===== config.mk =====
export PLATFORM = sky130hd
export DESIGN_NAME = reg_write_tracker_flat
export DESIGN_NICKNAME = d
export VERILOG_FILES = /design/src/rtl/otter_pkg.sv /design/src/rtl/reg_write_tracker_if.sv /design/src/rtl/instr_reg_use.sv /design/src/rtl/reg_write_tracker.sv /design/src/flat_wrapper.sv
export SDC_FILE = /design/constraint.sdc
export NUM_CORES = 1
export LEC_CHECK = 0
export CAP_MARGIN = 30
export CORE_MARGIN = 8
export CORE_UTILIZATION = 39
export DETAILED_ROUTE_END_ITERATION = 10
export PLACE_DENSITY = 0.86
export REMOVE_ABC_BUFFERS = 1
export SYNTH_ARGS = -nofsm -noshare
export SYNTH_HDL_FRONTEND = slang
export SYNTH_SLANG_ARGS = --single-unit

===== constraint.sdc =====
create_clock -name clk -period 5.3 [get_ports clk]
set_input_delay 1.59 -clock clk [delete_from_list [all_inputs] [get_ports clk]]
set_output_delay 1.59 -clock clk [all_outputs]
set_load 0.01 [all_outputs]

===== src/rtl/otter_pkg.sv =====
// Shared types for the register-write tracker.
//   opcode_t   : RV32I major opcodes (instruction bits [6:0])
//   slot_t     : one pipeline-stage scoreboard entry {valid, rd}
//   slot_hit() : true when a valid slot targets the given register
package otter_pkg;

  typedef enum logic [6:0] {
    LUI    = 7'b0110111,
    AUIPC  = 7'b0010111,
    JAL    = 7'b1101111,
    JALR   = 7'b1100111,
    BRANCH = 7'b1100011,
    LOAD   = 7'b0000011,
    STORE  = 7'b0100011,
    OP_IMM = 7'b0010011,
    OP     = 7'b0110011,
    SYSTEM = 7'b1110011
  } opcode_t;

  typedef struct packed {
    logic       valid;
    logic [4:0] rd;
  } slot_t;

  localparam slot_t SLOT_EMPTY = '{valid: 1'b0, rd: 5'd0};

  function automatic logic slot_hit(input slot_t s, input logic [4:0] r);
    return s.valid && (s.rd == r);
  endfunction

endpackage


===== src/rtl/reg_write_tracker_if.sv =====
// Issue/query bundle between decode and the register-write tracker.
//   issue_valid/issue_ir : instruction leaving decode this edge
//   advance/flush        : pipeline enable and youngest-writer squash
//   dec_ir               : instruction currently in decode (query)
//   rs1_busy/rs2_busy    : query results; stall = either busy
//   inflight             : number of valid scoreboard slots
interface reg_write_tracker_if;
  logic        issue_valid;
  logic [31:0] issue_ir;
  logic        advance;
  logic        flush;
  logic [31:0] dec_ir;
  logic        rs1_busy;
  logic        rs2_busy;
  logic        stall;
  logic [1:0]  inflight;

  modport master (
    output issue_valid, issue_ir, advance, flush, dec_ir,
    input  rs1_busy, rs2_busy, stall, inflight
  );

  modport slave (
    input  issue_valid, issue_ir, advance, flush, dec_ir,
    output rs1_busy, rs2_busy, stall, inflight
  );
endinterface


===== src/rtl/instr_reg_use.sv =====
// Combinational register-usage decode of one RV32I instruction word.
//   ir        : instruction word
//   writes_rd : writes a non-zero rd (not BRANCH/STORE, rd != x0)
//   uses_rs1  : reads rs1 (all but LUI/AUIPC/JAL)
//   uses_rs2  : reads rs2 (BRANCH, STORE, OP only)
//   rd/rs1/rs2: register fields
// Unknown opcodes are treated as writing rd and reading rs1 only.
module instr_reg_use
  import otter_pkg::*;
(
  input  logic [31:0] ir,
  output logic        writes_rd,
  output logic        uses_rs1,
  output logic        uses_rs2,
  output logic [4:0]  rd,
  output logic [4:0]  rs1,
  output logic [4:0]  rs2
);

  logic [6:0] opc;
  logic       has_rd;
  logic       unused_fields;

  assign opc = ir[6:0];
  assign rd  = ir[11:7];
  assign rs1 = ir[19:15];
  assign rs2 = ir[24:20];
  assign unused_fields = ^{ir[31:25], ir[14:12]};

  always_comb begin
    has_rd   = 1'b1;
    uses_rs1 = 1'b1;
    uses_rs2 = 1'b0;
    case (opc)
      LUI, AUIPC, JAL: uses_rs1 = 1'b0;
      BRANCH, STORE: begin
        has_rd   = 1'b0;
        uses_rs2 = 1'b1;
      end
      OP:      uses_rs2 = 1'b1;
      default: ;
    endcase
  end

  assign writes_rd = has_rd && (rd != 5'd0);

endmodule


===== src/rtl/reg_write_tracker.sv =====
// Scoreboard of in-flight register writes across EX/MEM/WB. Issued writers
// enter EX and shift toward WB on advance; WB stays busy until one more
// advance (no regfile bypass). Decode queries are answered combinationally
// from the registered slots.
//   clk, rst_n : clock, asynchronous active-low reset
//   bus        : reg_write_tracker_if.slave (issue, control, query, status)
module reg_write_tracker
  import otter_pkg::*;
(
  input  logic                 clk,
  input  logic                 rst_n,
  reg_write_tracker_if.slave   bus
);

  slot_t ex_q,  ex_d;
  slot_t mem_q, mem_d;
  slot_t wb_q,  wb_d;

  logic       iss_writes_rd;
  logic [4:0] iss_rd;
  logic       iss_unused_rs1_use, iss_unused_rs2_use;
  logic [4:0] iss_unused_rs1, iss_unused_rs2;

  logic       dec_uses_rs1, dec_uses_rs2;
  logic [4:0] dec_rs1, dec_rs2;
  logic       dec_unused_writes;
  logic [4:0] dec_unused_rd;

  instr_reg_use u_issue_use (
    .ir        (bus.issue_ir),
    .writes_rd (iss_writes_rd),
    .uses_rs1  (iss_unused_rs1_use),
    .uses_rs2  (iss_unused_rs2_use),
    .rd        (iss_rd),
    .rs1       (iss_unused_rs1),
    .rs2       (iss_unused_rs2)
  );

  instr_reg_use u_dec_use (
    .ir        (bus.dec_ir),
    .writes_rd (dec_unused_writes),
    .uses_rs1  (dec_uses_rs1),
    .uses_rs2  (dec_uses_rs2),
    .rd        (dec_unused_rd),
    .rs1       (dec_rs1),
    .rs2       (dec_rs2)
  );

  always_comb begin
    ex_d  = ex_q;
    mem_d = mem_q;
    wb_d  = wb_q;
    if (bus.advance) begin
      wb_d  = mem_q;
      mem_d = ex_q;
      ex_d  = SLOT_EMPTY;
      if (!bus.flush && bus.issue_valid && iss_writes_rd) begin
        ex_d = '{valid: 1'b1, rd: iss_rd};
      end
    end else if (bus.flush) begin
      ex_d = SLOT_EMPTY;
    end
  end

  always_ff @(posedge clk or negedge rst_n) begin
    if (!rst_n) begin
      ex_q  <= SLOT_EMPTY;
      mem_q <= SLOT_EMPTY;
      wb_q  <= SLOT_EMPTY;
    end else begin
      ex_q  <= ex_d;
      mem_q <= mem_d;
      wb_q  <= wb_d;
    end
  end

  logic rs1_hit, rs2_hit;

  // Any matching slot keeps the register busy, so duplicate rd values clear
  // only once the last matching writer has drained.
  assign rs1_hit = slot_hit(ex_q, dec_rs1) || slot_hit(mem_q, dec_rs1) ||
                   slot_hit(wb_q, dec_rs1);
  assign rs2_hit = slot_hit(ex_q, dec_rs2) || slot_hit(mem_q, dec_rs2) ||
                   slot_hit(wb_q, dec_rs2);

  assign bus.rs1_busy = dec_uses_rs1 && (dec_rs1 != 5'd0) && rs1_hit;
  assign bus.rs2_busy = dec_uses_rs2 && (dec_rs2 != 5'd0) && rs2_hit;
  assign bus.stall    = bus.rs1_busy || bus.rs2_busy;
  assign bus.inflight = 2'(ex_q.valid) + 2'(mem_q.valid) + 2'(wb_q.valid);

endmodule


===== src/flat_wrapper.sv =====
// flat-port wrapper written by rule: the top's interface ports become plain ports
module reg_write_tracker_flat import otter_pkg::*;
  (clk, rst_n, bus_issue_valid, bus_issue_ir, bus_advance, bus_flush, bus_dec_ir, bus_rs1_busy, bus_rs2_busy, bus_stall, bus_inflight);
  reg_write_tracker_if bus_i ();
  input  logic clk;
  input  logic rst_n;
  input wire logic [$bits(bus_i.issue_valid)-1:0] bus_issue_valid;
  input wire logic [$bits(bus_i.issue_ir)-1:0] bus_issue_ir;
  input wire logic [$bits(bus_i.advance)-1:0] bus_advance;
  input wire logic [$bits(bus_i.flush)-1:0] bus_flush;
  input wire logic [$bits(bus_i.dec_ir)-1:0] bus_dec_ir;
  output wire logic [$bits(bus_i.rs1_busy)-1:0] bus_rs1_busy;
  output wire logic [$bits(bus_i.rs2_busy)-1:0] bus_rs2_busy;
  output wire logic [$bits(bus_i.stall)-1:0] bus_stall;
  output wire logic [$bits(bus_i.inflight)-1:0] bus_inflight;
  assign bus_i.issue_valid = bus_issue_valid;
  assign bus_i.issue_ir = bus_issue_ir;
  assign bus_i.advance = bus_advance;
  assign bus_i.flush = bus_flush;
  assign bus_i.dec_ir = bus_dec_ir;
  assign bus_rs1_busy = bus_i.rs1_busy;
  assign bus_rs2_busy = bus_i.rs2_busy;
  assign bus_stall = bus_i.stall;
  assign bus_inflight = bus_i.inflight;
  reg_write_tracker u_core (.clk(clk), .rst_n(rst_n), .bus(bus_i));
endmodule

* After elaboration in Yosys (flattened, before gate mapping) *
Index checks and enable logic that the tools add are counted.

cells by class
  mux-type cells = 6
  add/sub/neg operators = 2
  reductions and logical operators = 26
  equal/unequal tests = 14

operator list
  kind                                                             count
  5-bit == test                                                    6
  7-bit by 6-bit == test with 1-bit output, second input constant  4
  7-bit == test, second input constant                             3
  6-bit 2-to-1 mux                                                 3
  5-bit nonzero test                                               3
  1-bit logical AND                                                13
  7-bit by 5-bit == test with 1-bit output, second input constant  1
  3-bit OR reduction                                               2
  1-bit logical OR                                                 5
  1-bit 2-to-1 mux                                                 3
  1-bit by 1-bit adder with 2-bit output                           1
  2-bit by 1-bit adder with 2-bit output                           1
  2-bit nonzero test                                               1
  2-bit OR reduction                                               1
  1-bit zero test                                                  1

storage, ports and cells
  output and inout bits = 5
  bits in registers = 18
  input port bits = 69
  logic and storage cells = 54

* Longest topological paths before layout *
  depth in word-level cells = 7
  depth in mapped cells = 5

* Cells and area by module *
Synthesis repeated with hierarchy kept, for this count alone.

second synthesis, totals
  cells, all modules = 153
  area total of the unflattened synthesis = 1485.2 um2

modules (own cells, without submodules)
  module             cells an instance  instances  area each (um2)
  reg_write_tracker  103                1          1112.3
  instr_reg_use      25                 2          186.4

* Worst setup path after synthesis *
No wires, ideal clock.

  path kind = input to output
  from = input bus_dec_ir[15]
  to = output bus_stall
  cell stages on the path = 4
  buffers on the path = 0
  arrival = 2.611 ns
  required time = 3.710 ns
  setup slack = 1.099 ns
  cells stage by stage = or4_1 o22a_1 o31a_1 o21bai_1

between the ends
  word-level cells in the longest chain between the ends = 6
  elaborated cells on any way between the ends = 12

RTL lines
  what                            line                     text
  from (decl)                     flat_wrapper.sv:11       input wire logic [$bits(bus_i.dec_ir)-1:0] bus_dec_ir;
  5-bit == test                   otter_pkg.sv:28          return s.valid && (s.rd == r);
  1-bit logical AND               otter_pkg.sv:28
  1-bit logical OR (2 in series)  reg_write_tracker.sv:81  assign rs1_hit = slot_hit(ex_q, dec_rs1) || slot_hit(mem_q, dec_rs1) ||
  1-bit logical AND (*)           reg_write_tracker.sv:86  assign bus.rs1_busy = dec_uses_rs1 && (dec_rs1 != 5'd0) && rs1_hit;
  net bus_rs1_busy                flat_wrapper.sv:12       output wire logic [$bits(bus_i.rs1_busy)-1:0] bus_rs1_busy;
  1-bit logical OR (*)            reg_write_tracker.sv:88  assign bus.stall = bus.rs1_busy || bus.rs2_busy;
  to (decl)                       flat_wrapper.sv:14       output wire logic [$bits(bus_i.stall)-1:0] bus_stall;

Mark *: on every way through the listed nets, which the timed path passes. The rest lies on a longest branch.

* Worst setup path after layout *
  from = input bus_dec_ir[17]
  to = output bus_stall

between the ends
  word-level cells in the longest chain between the ends = 6
  elaborated cells on any way between the ends = 12

RTL lines
  what                            line
  5-bit == test                   otter_pkg.sv:28
  1-bit logical AND               otter_pkg.sv:28
  1-bit logical OR (2 in series)  reg_write_tracker.sv:81
  1-bit logical AND (*)           reg_write_tracker.sv:86
  1-bit logical OR (*)            reg_write_tracker.sv:88

Mark *: on every way between the ends. The rest lies on a longest branch, timed or not.

==> out/metrics.csv <==
metric;value;unit
status;finished, final reports clean;
H-Tree Depth;1;
CP Launch Type;input port;
total negative slack;0;ps
hold buffers post-CTS;0;
endpoint type of the worst setup path;output port;
die height;69.9;um
Clock Skew;6.73;ps
fin area;1590;um^2
WP buf/inv;2;
crit-path most repeated cell;clkdlybuf4s50_1;
multi-input logic area;689;um^2
async set-or-reset flop fraction in the synthesized netlist;1.00;
top cell type's share of synthesized area;0.398;
wire length of the first global-routing pass;4640;um
Post-synth EDFFs;0;
CTS max path bufs;2;
Detail Route Antenna Nets;0;
commonest non-fill, non-tap cell in the layout;clkdlybuf4s50_1;
critical path class;input port to output port;
Crit-path slowest cell;or4_1;
synth warn;0;
register area share after synthesis;0.398;
worst min path class;flop to flop;
Critical Path AT;3610;ps
CTS tree;done;
die area;4880;um^2
post-layout util;0.575;
post-synth top area cell;dfrtp_1;
vias in the first global route;1040;
Buffers on Ports;37;
Hold Worst Slack;589;ps
Placer Congestion;0.824;
Seq. cell area;450;um^2
Post-Synthesis Cell Area;1130;um^2
Peak VDD IR;0.187;mV
final net count;214;
core area;2760;um^2
Syn Area/Cell;11.1;um^2
Period minus WS final;5200;ps
P per Cell Area;186;nW/um^2
dpl cell area;1540;um^2
HPWL after detailed placement;2380;um
synth-to-layout area growth;40.3;%
CP Cell Sequence;clkdlybuf4s50_1 > or4_1 > o22a_1 > o31a_1 > o21bai_1 > clkdlybuf4s50_1;
number of synthesized register bits;18;
final hold vios;0;
I/O pin count;74;
crit-path max FO;4;
drt drc;0;
overall routed net length;2760;um
Clk Tree Root Cell;clkbuf_4;
Avg Vias per Cell;5.38;
most frequent cells in the layout;34 x clkdlybuf4s50_1, 24 x xor2_1, 18 x dfrtp_1;
delay-heaviest family, CP;buffers and inverters;
Fmax achieved;0.192;GHz
DR pass1 iterations;3;
Worst-Margin Slew;773;ps
Critical Path RT;3710;ps
layout cell share with drive strength beyond 1;0.127;
CTS sink cnt;18;
GR Util All Layers;0.112;
Overflow after GRT;0;
via total after detailed routing;930;
Yosys cell types;22;
largest net degree at the start of global routing;19;
Static Leak;0.748;nW
post-synthesis instance total;102;
Worst slew margin;0.483;
max cap viols;0;
Clk Latency, worst-skew pair;280;ps
critical path's largest stage delay;550;ps
CTS buffer count;3;
predominant post-synthesis flop cell;dfrtp_1;
Reg clk slew, reported paths;90;ps
number of core rows;19;
initial antenna violation count;0;
ranking of synthesized cells by area;dfrtp_1 40%, xor2_1 19%, mux2_2 12%, xnor2_1 4.6%, a22o_1 3.9%;
ANT cells;0;
Tcrit/Tclk final;0.981;
Die X;69.9;um
overall power;0.295;mW
Filler Cell Count;250;
# setup viols final;0;
drt wl/cell;16.0;um
initial core utilization;0.410;
Max Transition Viols Final;0;
unrepaired setup endpoints after global routing;no;
DR iter-0 viols;17;
==> power by group <==
| part | switching [mW] | internal (mW) |
|---|---|---|
| clock network | 0.0376 | 0.0263 |
| logic | 0.0295 | 0.0463 |
| registers | 0.0107 | 0.145 |
==> cell type report <==
cell class,instances,area share
clock buffer,3,0.0142
multi-input combinational,83,0.435
sequential,18,0.284
tap,31,0.0244
timing repair buffer,38,0.243
==> metrics by stage <==
stage,setup slack (ps),instances
floorplan,1100,101
global placement,30.6,170
detailed placement,52.3,170
CTS,39.0,173
global route,15.3,173
finish,100,173
==> state kept, by name, summed over array words and instances (netlist names) <==
register      count
u_core.mem_q      6
u_core.wb_q       6
u_core.ex_q       6
==> layer usage <==
layer,vias up,routed length [um],track usage
met5,-,0,0
met3,2,101,0.0212
met4,0,12,0.0335
met1,441,1320,0.132
met2,30,1330,0.199
li1,457,-,-
==> repair_timing <==
action | CTS | global route
buffers inserted | 0 | 0
endpoints found under the setup margin | 0 | 1
gates resized for setup | 0 | 5
==> cell usage after synthesis, drive strengths merged, types with 2 or more instances <==
cell	instances
xor2	24
dfrtp	18
mux2	12
and3	6
nor4	6
xnor2	6
a22o	5
nand2	3
nor2	3
nor3	3
or4	3
nand4b	2
o21ai	2
==> path summary, 6_finish.rpt <==
check	from	end	slack (ps)	depth (start not counted)
setup / recovery	bus_dec_ir[17]	bus_stall	100	6
hold / removal	u_core.wb_q[0]$_DFFE_PN0P_	u_core.wb_q[0]$_DFFE_PN0P_	590	1
setup reg to reg	u_core.ex_q[2]$_DFFE_PN0P_	u_core.mem_q[2]$_DFFE_PN0P_	4440	1
hold reg to reg	u_core.wb_q[0]$_DFFE_PN0P_	u_core.wb_q[0]$_DFFE_PN0P_	590	1
max in group asynchronous	rst_n	u_core.mem_q[5]$_DFFE_PN0P_	3060	1
min in group asynchronous	rst_n	u_core.mem_q[2]$_DFFE_PN0P_	1750	1
==> logic make-up after synthesis <==
kind of cell	after synthesis	synth area share
AND/OR/NAND/NOR	28	0.148
adder cells (fa/ha/maj)	1	0.0177
buffers and inverters	1	0.00332
XOR/XNOR	30	0.232
flip-flops	18	0.398
multiplexers	12	0.119
AO/OA/AOI/OAI	12	0.0808
(Power assumes the default switching activity.)
